**src/rtl/mtc_ppa_pkg.sv**
```systemverilog
// Shared types and helpers for the pointer-controlled arbitration wrapper.
package mtc_ppa_pkg;

  typedef enum logic [1:0] {StIdle, StIssue, StCollect, StOutput} state_e;

  // Helpers take vectors zero-extended to this width; WIDTH_N must not exceed it.
  localparam int unsigned MaxWidth = 64;

  function automatic int unsigned popcount(input logic [MaxWidth-1:0] v);
    int unsigned cnt;
    cnt = 0;
    for (int i = 0; i < MaxWidth; i++) begin
      if (v[i]) cnt++;
    end
    return cnt;
  endfunction

  function automatic logic is_onehot(input logic [MaxWidth-1:0] v);
    return popcount(v) == 1;
  endfunction

endpackage

```
**src/rtl/mtc_ppa_ptr_calc.sv**
```systemverilog
// Fallback pointer: one above the highest granted bit, wrapping to bit 0;
// holds the current pointer when nothing was granted.
module mtc_ppa_ptr_calc #(
  parameter int unsigned WIDTH_N = 2
) (
  input  logic [WIDTH_N-1:0] gnt,
  input  logic [WIDTH_N-1:0] ptr,
  output logic [WIDTH_N-1:0] ptr_next
);

  always_comb begin
    ptr_next = ptr;
    // Ascending scan: the last hit is the most-significant set bit.
    for (int i = 0; i < WIDTH_N; i++) begin
      if (gnt[i]) begin
        ptr_next = (i == WIDTH_N - 1) ? WIDTH_N'(1) : (WIDTH_N'(1) << (i + 1));
      end
    end
  end

endmodule

```
**src/rtl/mtc_ppa_ptr_ctrl.sv**
```systemverilog
// Request capture, priority-pointer issue and grant merge around an external
// arbitration core; one transaction in flight, all handshake outputs registered.
module mtc_ppa_ptr_ctrl
  import mtc_ppa_pkg::*;
#(
  parameter int unsigned WIDTH_N  = 2,
  parameter int unsigned AMOUNT_M = 1,
  localparam int unsigned CntW    = $clog2(AMOUNT_M + 1)
) (
  input  logic                        clk,
  input  logic                        reset,
  input  logic [WIDTH_N-1:0]          req_i,
  input  logic                        req_vld_i,
  output logic                        req_rdy_o,
  output logic [WIDTH_N-1:0]          arb_req_o,
  output logic [WIDTH_N-1:0]          arb_ptr_o,
  output logic                        arb_vld_o,
  input  logic                        arb_rdy_i,
  input  logic [AMOUNT_M*WIDTH_N-1:0] arb_gnt_i,
  input  logic                        arb_gnt_vld_i,
  output logic                        arb_gnt_rdy_o,
  input  logic [WIDTH_N-1:0]          ptr_next_i,
  input  logic                        ptr_next_vld_i,
  output logic [WIDTH_N-1:0]          gnt_o,
  output logic [CntW-1:0]             gnt_cnt_o,
  output logic                        gnt_vld_o,
  input  logic                        gnt_rdy_i,
  output logic                        err_o
);

  state_e              state_q;
  logic [WIDTH_N-1:0]  req_q, ptr_q, gnt_q, side_q;
  logic [CntW-1:0]     cnt_q;
  logic                side_vld_q, err_q;
  logic                req_rdy_q, arb_vld_q, gnt_rdy_q, gnt_vld_q;

  logic [WIDTH_N-1:0]  merged, ptr_fallback;
  logic                overlap, stray, side_bad, use_side;

  always_comb begin
    merged  = '0;
    overlap = 1'b0;
    for (int i = 0; i < AMOUNT_M; i++) begin
      overlap = overlap | (|(merged & arb_gnt_i[i*WIDTH_N +: WIDTH_N]));
      merged  = merged | arb_gnt_i[i*WIDTH_N +: WIDTH_N];
    end
  end

  assign stray    = |(merged & ~req_q);
  assign side_bad = ptr_next_vld_i && !is_onehot(MaxWidth'(ptr_next_i));
  assign use_side = side_vld_q && is_onehot(MaxWidth'(side_q));

  mtc_ppa_ptr_calc #(
    .WIDTH_N (WIDTH_N)
  ) u_ptr_calc (
    .gnt      (gnt_q),
    .ptr      (ptr_q),
    .ptr_next (ptr_fallback)
  );

  always_ff @(posedge clk) begin
    if (reset) begin
      state_q    <= StIdle;
      req_q      <= '0;
      ptr_q      <= WIDTH_N'(1);
      gnt_q      <= '0;
      cnt_q      <= '0;
      side_q     <= '0;
      side_vld_q <= 1'b0;
      err_q      <= 1'b0;
      req_rdy_q  <= 1'b1;
      arb_vld_q  <= 1'b0;
      gnt_rdy_q  <= 1'b0;
      gnt_vld_q  <= 1'b0;
    end else begin
      unique case (state_q)
        StIdle: begin
          // A zero request vector is consumed without starting a transaction.
          if (req_vld_i && (req_i != '0)) begin
            req_q     <= req_i;
            req_rdy_q <= 1'b0;
            arb_vld_q <= 1'b1;
            state_q   <= StIssue;
          end
        end
        StIssue: begin
          if (arb_rdy_i) begin
            arb_vld_q <= 1'b0;
            gnt_rdy_q <= 1'b1;
            state_q   <= StCollect;
          end
        end
        StCollect: begin
          if (arb_gnt_vld_i) begin
            gnt_q      <= merged;
            cnt_q      <= CntW'(popcount(MaxWidth'(merged)));
            side_q     <= ptr_next_i;
            side_vld_q <= ptr_next_vld_i;
            if (stray || overlap || side_bad) err_q <= 1'b1;
            gnt_rdy_q  <= 1'b0;
            gnt_vld_q  <= 1'b1;
            state_q    <= StOutput;
          end
        end
        StOutput: begin
          if (gnt_rdy_i) begin
            ptr_q     <= use_side ? side_q : ptr_fallback;
            gnt_vld_q <= 1'b0;
            req_rdy_q <= 1'b1;
            state_q   <= StIdle;
          end
        end
        default: state_q <= StIdle;
      endcase
    end
  end

  assign req_rdy_o     = req_rdy_q;
  assign arb_req_o     = req_q;
  assign arb_ptr_o     = ptr_q;
  assign arb_vld_o     = arb_vld_q;
  assign arb_gnt_rdy_o = gnt_rdy_q;
  assign gnt_o         = gnt_q;
  assign gnt_cnt_o     = cnt_q;
  assign gnt_vld_o     = gnt_vld_q;
  assign err_o         = err_q;

endmodule

```
**config.mk**
```make
export PLATFORM = sky130hd
export DESIGN_NAME = mtc_ppa_ptr_ctrl
export DESIGN_NICKNAME = d
export VERILOG_FILES = /design/src/rtl/mtc_ppa_pkg.sv /design/src/rtl/mtc_ppa_ptr_calc.sv /design/src/rtl/mtc_ppa_ptr_ctrl.sv
export SDC_FILE = /design/constraint.sdc
export NUM_CORES = 1
export LEC_CHECK = 0
export BUFFER_PORTS_ARGS = -buffer_cell sky130_fd_sc_hd__buf_2
export CORE_ASPECT_RATIO = 1.1
export CORE_MARGIN = 8
export CORE_UTILIZATION = 50
export CTS_BUF_LIST = sky130_fd_sc_hd__clkbuf_4 sky130_fd_sc_hd__clkbuf_8 sky130_fd_sc_hd__clkbuf_16
export DETAILED_ROUTE_END_ITERATION = 12
export PLACE_DENSITY = 0.77
export SLEW_MARGIN = 20
export SYNTH_ARGS = -nofsm -noshare
export SYNTH_HDL_FRONTEND = slang
export SYNTH_SLANG_ARGS = --single-unit
```
**constraint.sdc**
```tcl
create_clock -name clk -period 2.35 [get_ports clk]
set_input_delay 0.47 -clock clk [delete_from_list [all_inputs] [get_ports clk]]
set_output_delay 0.47 -clock clk [all_outputs]
set_load 0.01 [all_outputs]
```
==> reports/metrics.cfg <==
[outcome]
status = finished, final reports clean

[placement]
port_buffers = 24
dp_hpwl_um = 1500
gp_routability_congestion = 0.811
placedCellCount = 138

[clock_network]
clk_pin_slew_ns = 0.10
cts_resized = 0
cts_root_buf = clkbuf_4
cts_sinks = 17
cts_made_buffers = 3
cts_tree = built
clk_path_buf_depth = 2
worstSkewPairLatency_ns = 0.29
h-tree-depth = 1
cts_hold_buf = 0
post-cts-setup-buffer-count = 0

[timing]
tightestPinTransition_ns = 0.307
rsz0062_at_grt = no
fin_crit_sh = 0.660
slew_headroom = 0.796
period_minus_slack_ns = 1.55
slew_violations = 0
finClkSkew_ns = 0.00855
final-hold-violation-count = 0
tns_ns = 0
clock.fmax_mhz = 645
setup_violations = 0
hold_ws_ns = 0.420

[floorplanning]
io_pins = 25
dieArea_sq_um = 3260
chipHeight_um = 59.1
placementRows = 15
fp.dieW_um = 55.2
start_util = 0.535
coreArea_sq_um = 1580

[setup_path]
timing.rr.start = state_q[0]
crit_path_start_kind = register
path_delay_family = simple AND/OR/NAND/NOR gates
worst-path-buf-inv = 1
r2r-end = state_q[0]
slowest_stage = or4_1
crit_fanout = 7
reg2reg_depth = 4
cp.required_ns = 2.54
slowest_delay_ns = 0.56
rrSetupSlack_ns = 0.80
setup.worst_path.class = register to register
crit_path_end_kind = register
arrival_ns = 1.74
crit_path_start = state_q[0]
crit_chain = inv_1 > ha_1 > or4_1 > o211a_1

[power_and_ir_drop]
p_clk_frac = 0.170
switching_power_w = 0.000332
power.density_nw_per_um2 = 911
max-vdd-ir-drop_mv = 0.679
power_frac_seq = 0.434
total_power_w = 0.000914
power_leakage_nw = 0.434
intPower_w = 0.000582
comb_power_share = 0.397
p_sw_frac = 0.363

[final_layout]
diodes = 0
fin_nets = 143
multi_input_area_sq_um = 464
final_util = 0.637
drive_gt1_frac = 0.248
area_growth_pct = 19.0
fin_cells = 142
fill_cells = 139
ff_latch_area_sq_um = 340

[yosys]
synth_common_cells = nand2_1, dfxtp_1, a21oi_1
synth_area_leaders = dfxtp_1, nand2_1, a21oi_1
syn_nets = 116
synth_seq_cells = 17
yosysSeqAreaShare = 0.404
synth.most_common_cell = nand2_1
yosysTopAreaCell = dfxtp_1
synth_area_per_cell_sq_um = 8.52
yosysTopAreaCellShare = 0.404
synth_enable_flop_cells = 0
yosys.cell_types.count = 29
synth-main-ff-cell = dfxtp_1
async_flop_share = 0
syn_area_sq_um = 843
ys.warnings.count = 0
synth_cells = 99

[min_path]
min-delay-start = ptr_next_vld_i
min_path_cells = 3
whs_endpoint = side_vld_q
hold_class = input port to register

[job]
maxCapViolCount = 0

[global_routing]
grt_start_max_net_pins = 15
grt_pass1_vias = 721
grt_pass1_wl_um = 3030
gr-usage-all-layers = 0.121
grt_antenna_before_repair = 0
gr-total-overflow = 0

[routing]
avgViaCountPerCell = 5.47
drt_first_pass_iters = 4
drt_iter0_drc = 17
routedWlPerCell_um = 12.9
drtAntennaViolNets = 0
num_vias = 777
wl_um = 1830
drc = 0

[layer usage]
layer | vias to the layer above | wire length [um] | share of wire | GRT usage
li1 | 402 | - | - | -
met1 | 351 | 769 | 0.42 | 0.142
met2 | 24 | 880 | 0.48 | 0.194
met3 | 0 | 178 | 0.097 | 0.0302
met4 | 0 | 0 | 0 | 0.0619
met5 | - | 0 | 0 | 0
[worst register-to-register path, stage by stage, from the launching register on]
cell and delay, ns:
dfxtp_1 0.39, inv_1 0.08, ha_1 0.30, or4_1 0.56
o211a_1 0.14
[registers in the layout, summed over array words and instances (netlist names)]
| name | flops |
|---|---|
| side_q | 2 |
| arb_gnt_rdy_o | 1 |
| arb_vld_o | 1 |
| arb_req_o | 2 |
| gnt_o | 2 |
| req_rdy_o | 1 |
| side_vld_q | 1 |
| state_q | 2 |
| gnt_vld_o | 1 |
| gnt_cnt_o | 1 |
| err_o | 1 |
| arb_ptr_o | 2 |
[placed cells by master (no fill, tap or decap), types with 2 or more instances in the layout]
| master | instances |
|---|---|
| nand2_1 | 24 |
| buf_2 | 24 |
| dfxtp_1 | 17 |
| a21oi_1 | 10 |
| inv_1 | 8 |
| nand3_1 | 4 |
| ha_1 | 4 |
| xnor2_1 | 3 |
| nor2b_1 | 3 |
| clkbuf_4 | 3 |
| nor2_1 | 2 |
| o22ai_1 | 2 |
| o2111ai_1 | 2 |
| mux2i_1 | 2 |
| o211ai_1 | 2 |
[how the worst max path moves through the flow]
stage,end,cells past startpoint
global placement,state_q[0],4
floorplan,state_q[0],4
detailed placement,state_q[0],4
finish,state_q[0],4
global route,state_q[0],4
CTS,state_q[0],4
[final cells by class]
cell class              instances  area share
clock buffers                   3      0.0224
well taps                      17      0.0212
inverters                       8      0.0299
flip-flops and latches         17       0.339
clock inverters                 1     0.00499
repair buffers                 24       0.120
multi-input cells              72       0.463
[per-stage QoR]
step / area [sq um] / worst slack [ns]
floorplan: 843 / 0.899
global placement: 976 / 0.859
detailed placement: 976 / 0.815
CTS: 1000 / 0.795
global route: 1000 / 0.714
finish: 1000 / 0.799
[power by group through the flow]
stage	Combinational, W	Sequential, W	Clock (W)
final	0.000362	0.000396	0.000155
after global routing	0.000402	0.000407	0.000176
after CTS	0.000368	0.000398	0.000163
after detailed placement	0.000366	0.000404	0
after global placement	0.000356	0.000400	0
after floorplan	0.000250	0.000416	0
[cells by family (layout without fill, tap and decap cells)]
logic type	count (synthesis)	after routing	synth area share
xor gates and xnor gates	3	3	0.0312
muxes	2	2	0.0237
and+or+nand+nor	37	37	0.202
adders and majority gates	4	4	0.0593
AOI/OAI and AO/OA	26	26	0.234
DFF	17	17	0.404
buffers and inverters	10	36	0.0460
(Power assumes the default switching activity.)
